$ cat src/rtl/ifetch_pkg.sv
// Shared constants for the instruction fetch sequencer: FSM encoding, PC step
// and timeout counter width.
package ifetch_pkg;

  localparam int          CNT_W   = 8;
  localparam logic [31:0] PC_STEP = 32'd4;

  typedef logic [1:0] state_t;

  localparam state_t ST_IDLE   = 2'd0;
  localparam state_t ST_REQ    = 2'd1;
  localparam state_t ST_UPDATE = 2'd2;
  localparam state_t ST_FAULT  = 2'd3;

endpackage

$ cat src/rtl/ifetch_if.sv
// Instruction memory req/ack bus between the fetch sequencer (master) and
// instruction memory (slave).
interface ifetch_if;

  logic        imem_req;
  logic [31:0] imem_addr;
  logic        imem_ack;
  logic [31:0] imem_rdata;

  modport master (
    output imem_req,
    output imem_addr,
    input  imem_ack,
    input  imem_rdata
  );

  modport slave (
    input  imem_req,
    input  imem_addr,
    output imem_ack,
    output imem_rdata
  );

endinterface

$ cat src/rtl/ifetch_npc_sel.sv
// Next-PC selection: jump overrides branch, otherwise the sequential address
// (wraps modulo 2^32).
module npc_sel
  import ifetch_pkg::*;
(
  input  logic        jump_i,
  input  logic        branch_i,
  input  logic [31:0] jump_target_i,
  input  logic [31:0] branch_target_i,
  input  logic [31:0] fetch_addr_i,
  output logic [31:0] npc_o
);

  always_comb begin
    if (jump_i) begin
      npc_o = jump_target_i;
    end else if (branch_i) begin
      npc_o = branch_target_i;
    end else begin
      npc_o = fetch_addr_i + PC_STEP;
    end
  end

endmodule

$ cat src/rtl/ifetch.sv
// Instruction fetch sequencer: fetches at pc over the imem bus, then loads
// NextPC into the PC register. Optional fetch timeout: IFETCH_TIMEOUT_EN.
//
// state  | meaning
// IDLE   | waiting for stall=0, checks pc alignment
// REQ    | imem_req held until imem_ack
// UPDATE | PC_enable / instr_valid pulse
// FAULT  | sticky error, left only through clr_n
module ifetch
  import ifetch_pkg::*;
#(
  parameter logic [31:0] RESET_VECTOR = 32'h0000_0000,
  parameter int unsigned TIMEOUT      = 15
) (
  input  logic             clk,
  input  logic             clr_n,
  input  logic [31:0]      pc,
  input  logic             stall,
  input  logic             branch,
  input  logic             jump,
  input  logic [31:0]      branch_target,
  input  logic [31:0]      jump_target,
  ifetch_if.master         imem,
  output logic [31:0]      instr,
  output logic             instr_valid,
  output logic [31:0]      NextPC,
  output logic             PC_enable,
  output logic             fault
);

  if (TIMEOUT < 1 || TIMEOUT > 255) begin : g_timeout_range
    $error("ifetch: TIMEOUT must be within 1..255");
  end

  state_t      state_q, state_d;
  logic [31:0] addr_q, addr_d;
  logic [31:0] instr_q, instr_d;
  logic        valid_q, valid_d;
  logic [31:0] npc_q, npc_d;
  logic [31:0] npc_sel_w;

`ifdef IFETCH_TIMEOUT_EN
  localparam logic [CNT_W-1:0] TMO_CNT = CNT_W'(TIMEOUT);
  logic [CNT_W-1:0] cnt_q, cnt_d;
`endif

  npc_sel u_npc_sel (
    .jump_i          (jump),
    .branch_i        (branch),
    .jump_target_i   (jump_target),
    .branch_target_i (branch_target),
    .fetch_addr_i    (addr_q),
    .npc_o           (npc_sel_w)
  );

  always_comb begin
    state_d = state_q;
    addr_d  = addr_q;
    instr_d = instr_q;
    valid_d = 1'b0;
    npc_d   = npc_q;
`ifdef IFETCH_TIMEOUT_EN
    cnt_d   = cnt_q;
`endif
    case (state_q)
      ST_IDLE: begin
        if (!stall) begin
          if (pc[1:0] != 2'b00) begin
            state_d = ST_FAULT;
          end else begin
            state_d = ST_REQ;
            addr_d  = pc;
`ifdef IFETCH_TIMEOUT_EN
            cnt_d   = '0;
`endif
          end
        end
      end
      ST_REQ: begin
        // ack wins over a timeout reached on the same edge
        if (imem.imem_ack) begin
          state_d = ST_UPDATE;
          instr_d = imem.imem_rdata;
          valid_d = 1'b1;
          npc_d   = npc_sel_w;
        end else begin
`ifdef IFETCH_TIMEOUT_EN
          cnt_d = cnt_q + 1'b1;
          if (cnt_d == TMO_CNT) begin
            state_d = ST_FAULT;
          end
`else
          state_d = ST_REQ;
`endif
        end
      end
      ST_UPDATE: state_d = ST_IDLE;
      ST_FAULT:  state_d = ST_FAULT;
      default:   state_d = ST_IDLE;
    endcase
  end

  always_ff @(posedge clk or negedge clr_n) begin
    if (!clr_n) begin
      state_q <= ST_IDLE;
      addr_q  <= '0;
      instr_q <= '0;
      valid_q <= 1'b0;
      npc_q   <= RESET_VECTOR;
`ifdef IFETCH_TIMEOUT_EN
      cnt_q   <= '0;
`endif
    end else begin
      state_q <= state_d;
      addr_q  <= addr_d;
      instr_q <= instr_d;
      valid_q <= valid_d;
      npc_q   <= npc_d;
`ifdef IFETCH_TIMEOUT_EN
      cnt_q   <= cnt_d;
`endif
    end
  end

  assign imem.imem_req  = (state_q == ST_REQ);
  assign imem.imem_addr = addr_q;
  assign instr          = instr_q;
  assign instr_valid    = valid_q;
  assign NextPC         = npc_q;
  assign PC_enable      = (state_q == ST_UPDATE);
  assign fault          = (state_q == ST_FAULT);

endmodule

$ cat src/flat_wrapper.sv
// flat-port wrapper written by rule: the top's interface ports become plain ports
module ifetch_flat import ifetch_pkg::*;
#(
  parameter logic [31:0] RESET_VECTOR = 32'h0000_0000,
  parameter int unsigned TIMEOUT      = 15
)
  (clk, clr_n, pc, stall, branch, jump, branch_target, jump_target, instr, instr_valid, NextPC, PC_enable, fault, imem_imem_req, imem_imem_addr, imem_imem_ack, imem_imem_rdata);
  ifetch_if imem_i ();
  input  logic clk;
  input  logic clr_n;
  input  logic [31:0] pc;
  input  logic stall;
  input  logic branch;
  input  logic jump;
  input  logic [31:0] branch_target;
  input  logic [31:0] jump_target;
  output logic [31:0] instr;
  output logic instr_valid;
  output logic [31:0] NextPC;
  output logic PC_enable;
  output logic fault;
  output wire logic [$bits(imem_i.imem_req)-1:0] imem_imem_req;
  output wire logic [$bits(imem_i.imem_addr)-1:0] imem_imem_addr;
  input wire logic [$bits(imem_i.imem_ack)-1:0] imem_imem_ack;
  input wire logic [$bits(imem_i.imem_rdata)-1:0] imem_imem_rdata;
  assign imem_imem_req = imem_i.imem_req;
  assign imem_imem_addr = imem_i.imem_addr;
  assign imem_i.imem_ack = imem_imem_ack;
  assign imem_i.imem_rdata = imem_imem_rdata;
  ifetch #(.RESET_VECTOR(RESET_VECTOR), .TIMEOUT(TIMEOUT)) u_core (.clk(clk), .clr_n(clr_n), .pc(pc), .stall(stall), .branch(branch), .jump(jump), .branch_target(branch_target), .jump_target(jump_target), .imem(imem_i), .instr(instr), .instr_valid(instr_valid), .NextPC(NextPC), .PC_enable(PC_enable), .fault(fault));
endmodule
$ cat config.mk
export PLATFORM = sky130hd
export DESIGN_NAME = ifetch_flat
export DESIGN_NICKNAME = d
export VERILOG_FILES = /design/src/rtl/ifetch_pkg.sv /design/src/rtl/ifetch_if.sv /design/src/rtl/ifetch_npc_sel.sv /design/src/rtl/ifetch.sv /design/src/flat_wrapper.sv
export SDC_FILE = /design/constraint.sdc
export NUM_CORES = 1
export LEC_CHECK = 0
export CELL_PAD_IN_SITES_DETAIL_PLACEMENT = 0
export CELL_PAD_IN_SITES_GLOBAL_PLACEMENT = 1
export CORE_MARGIN = 4
export CORE_UTILIZATION = 34
export CTS_BUF_LIST = sky130_fd_sc_hd__clkbuf_16
export DETAILED_ROUTE_END_ITERATION = 16
export PLACE_DENSITY = 0.95
export REMOVE_ABC_BUFFERS = 1
export SKIP_LAST_GASP = 1
export SYNTH_ARGS = -nofsm -noshare
export SYNTH_HDL_FRONTEND = slang
export SYNTH_HIERARCHICAL = 1
export SYNTH_SLANG_ARGS = --single-unit
export TNS_END_PERCENT = 30
$ cat constraint.sdc
create_clock -name clk -period 3.2 [get_ports clk]
set_clock_uncertainty 0.2 [all_clocks]
set_input_delay 0.32 -clock clk [delete_from_list [all_inputs] [get_ports clk]]
set_output_delay 0.32 -clock clk [all_outputs]
set_load 0.005 [all_outputs]
==> results.py <==
metrics = {
    "synth": {
        "yosys-top-cells-count": "dfrtp_1, mux2_2, mux2_4, nand2_1, o21ai_0",
        "yosysSeqAreaShare_pct": 48.3,
        "ys_top_cells_by_area": "dfrtp_1, mux2_2, mux2_4",
        "synth-edff-count": 0,
        "synth.most_common_cell": "dfrtp_1",
        "yosys_warnings": 6,
        "syn_area_per_cell_um2": 12.5,
        "synth_top_area_cell": "dfrtp_1",
        "syn_inst": 409,
        "ys_seq_elements": 99,
        "synthFlopType": "dfrtp_1",
        "synth.distinct_cells": 51,
        "synth_top_area_share_pct": 48.3,
        "async_flop_share_pct": 100,
        "netlist_area_um2": 5120,
    },
    "global_routing": {
        "overflow": 0,
        "grt_use_met3_pct": 5.00,
        "grt_pass1_vias": 4587,
        "grt_util_met1_pct": 24.5,
        "grt_pass1_wl_mm": 24.8,
        "grt_busiest_layer": "met2",
        "grt_max_degree": 54,
        "grtUsageTotal_pct": 18.9,
        "grt_antenna_before_repair": 1,
        "met2_usage_pct": 30.2,
    },
    "timing": {
        "maxSlewViolCount": 0,
        "fin_crit_sh_pct": 81.7,
        "layout_min_cycle_time_ns": 2.61,
        "max_slew_margin_pct": 31.8,
        "worst_pin_slew_ns": 1.02,
        "finalHoldViolations": 0,
        "fmax_mhz": 383,
        "rsz0062_at_grt": "no",
        "setup_violations": 0,
        "fin_setup_tns_ns": 0,
    },
    "outcome": {
        "outcome": "completed",
    },
    "finish": {
        "nets": 773,
        "areaGrowthSynthToFinish_pct": 54.3,
        "fillerInstances": 1228,
        "final_cells": 828,
        "drive_gt1_share_pct": 20.1,
        "multiInputGateArea_um2": 2450,
        "register_area_um2": 2480,
        "utilization_pct": 54.0,
    },
    "setup_path": {
        "path_class": "reg -> reg",
        "path_buf_inv": 0,
        "crit_required_ns": 3.22,
        "path_cells": "ha_1 > nand3_2 > nor4_4 > nand4_1 > a21oi_1 > o31ai_2 > mux2_4",
        "cp_top_family": "simple AND/OR/NAND/NOR gates",
        "cp_data_arrival_time_ns": 2.64,
        "startpoint_type": "register",
        "crit_cells": 7,
        "r2r_cells": 7,
        "endpoint_kind": "register",
        "crit_slowest_cell": "nor4_4",
        "crit_fanout": 9,
        "cpPeakStageDelay_ns": 0.66,
    },
    "floorplanning": {
        "die_area_um2": 17100,
        "core.rowCount": 44,
        "die_w_um": 131,
        "fp.dieH_um": 131,
        "io_pins": 234,
        "core_area_um2": 14600,
        "start_util_pct": 35.0,
    },
    "route": {
        "drt_first_pass_iters": 4,
        "via_count": 4190,
        "drc": 0,
        "totalWireLength_mm": 16.1,
        "via_per_inst": 5.06,
        "wl_per_cell_um": 19.4,
        "drt_iter0_markers": 198,
        "ant_nets": 0,
    },
    "placement": {
        "dp_hpwl_mm": 12.2,
        "port-buffer-count": 233,
        "placed_cells": 810,
        "place_congestion": 0.772,
    },
    "cts": {
        "cts_buffers": 9,
        "cts_tree": "built",
        "clockRootBuffer": "clkbuf_16",
        "cts_num_sinks": 99,
        "clkTransAtPathRegs_ns": 0.06,
        "cts_max_level": 3,
        "cts_resized": 0,
        "worstSkewPairLatency_ns": 0.34,
        "clockBufferDepth": 2,
    },
    "power": {
        "power_mw": 6.47,
        "vdd_drop_max_mv": 0.481,
        "power_density_nw_per_um2": 818,
        "p_leak_nw": 3.36,
    },
    "worst_hold_path": {
        "hp-class": "reg -> reg",
        "hold-path-cell-count": 1,
    },
    "run": {
        "drv_cap": 0,
    },
}
cell usage in the layout (no fill, tap or decap), drive strengths merged, types with 4 or more instances in the layout:
cell type,Yosys,final
clkdlybuf4s50,0,231
nand4,11,11
nand2,24,24
nor3,5,5
clkbuf,12,9
nor2b,5,5
nor2,10,10
xor2,13,13
a22oi,11,11
and4,4,4
and3,6,6
a21oi,11,11
dfrtp,99,99
mux2i,6,6
inv,6,7
o21ai,22,22
nand3,13,13
o22ai,7,7
mux2,98,98
buf,13,11
xnor2,7,7
kinds of logic (layout without fill, tap and decap cells):
group / Yosys count / in the layout / share of synthesized area, %
other: 0 / 1 / 0
and+or+nand+nor: 92 / 92 / 11.1
adders and majority gates: 1 / 1 / 0.244
buffers and inverters: 31 / 265 / 3.93
AOI/OAI and AO/OA: 62 / 62 / 7.47
DFF: 99 / 99 / 48.3
xor gates and xnor gates: 20 / 20 / 3.42
muxes: 104 / 104 / 25.5
cell type report:
class,instances,area share (%)
Timing Repair Buffer,243,30.7
Clock inverter,7,0.886
Inverter,6,0.285
Clock buffer,9,2.85
Tap cell,184,2.91
Sequential cell,99,31.3
Multi-Input combinational cell,279,31.0
Antenna cell,1,0.0317
metrics by stage:
step / area [µm²] / setup slack, ns / hold WS (ns)
after floorplan: 4950 / 0.766 / -0.176
after global placement: 7600 / 0.719 / 0.194
after detailed placement: 7600 / 0.607 / 0.214
after CTS: 7900 / 0.618 / 0.309
after global routing: 7910 / 0.409 / 0.329
final: 7910 / 0.586 / 0.307
state kept, by name, indices dropped and copies added (netlist names):
name and cells:
u_core/NextPC 32, u_core/state_q 2, u_core/instr_valid 1, u_core/imem.imem_addr 32, u_core/instr 32
power breakdown:
| group | internal (mW) | switching, mW |
|---|---|---|
| Combinational | 2.04 | 0.913 |
| Sequential | 1.86 | 0.571 |
| Clock | 0.603 | 0.476 |
layer usage:
| metal | share of wire, % | vias to the layer above |
|---|---|---|
| met5 | 0 | - |
| met4 | 2.5 | 0 |
| met3 | 7.1 | 26 |
| met2 | 48 | 169 |
| met1 | 42 | 2052 |
| li1 | - | 1943 |
path summary, 6_finish.rpt:
check,start,endpoint,slack [ns]
hold reg to reg,u_core/NextPC[31],u_core/NextPC[31],0.31
hold / removal,u_core/NextPC[31],u_core/NextPC[31],0.31
max in group asynchronous,clr_n,u_core/NextPC[13],1.71
min in group asynchronous,clr_n,u_core/instr[27],0.37
setup / recovery,u_core/imem.imem_addr[2],u_core/NextPC[30],0.59
setup reg to reg,u_core/imem.imem_addr[2],u_core/NextPC[30],0.59
timing repair:
item | 4_1_cts | 5_1_grt
hold buffers | 1 | 0
buffers inserted | 0 | 0
endpoints found under the hold margin | 52 | 0
No activity file was read; power rests on OpenSTA's default activity.
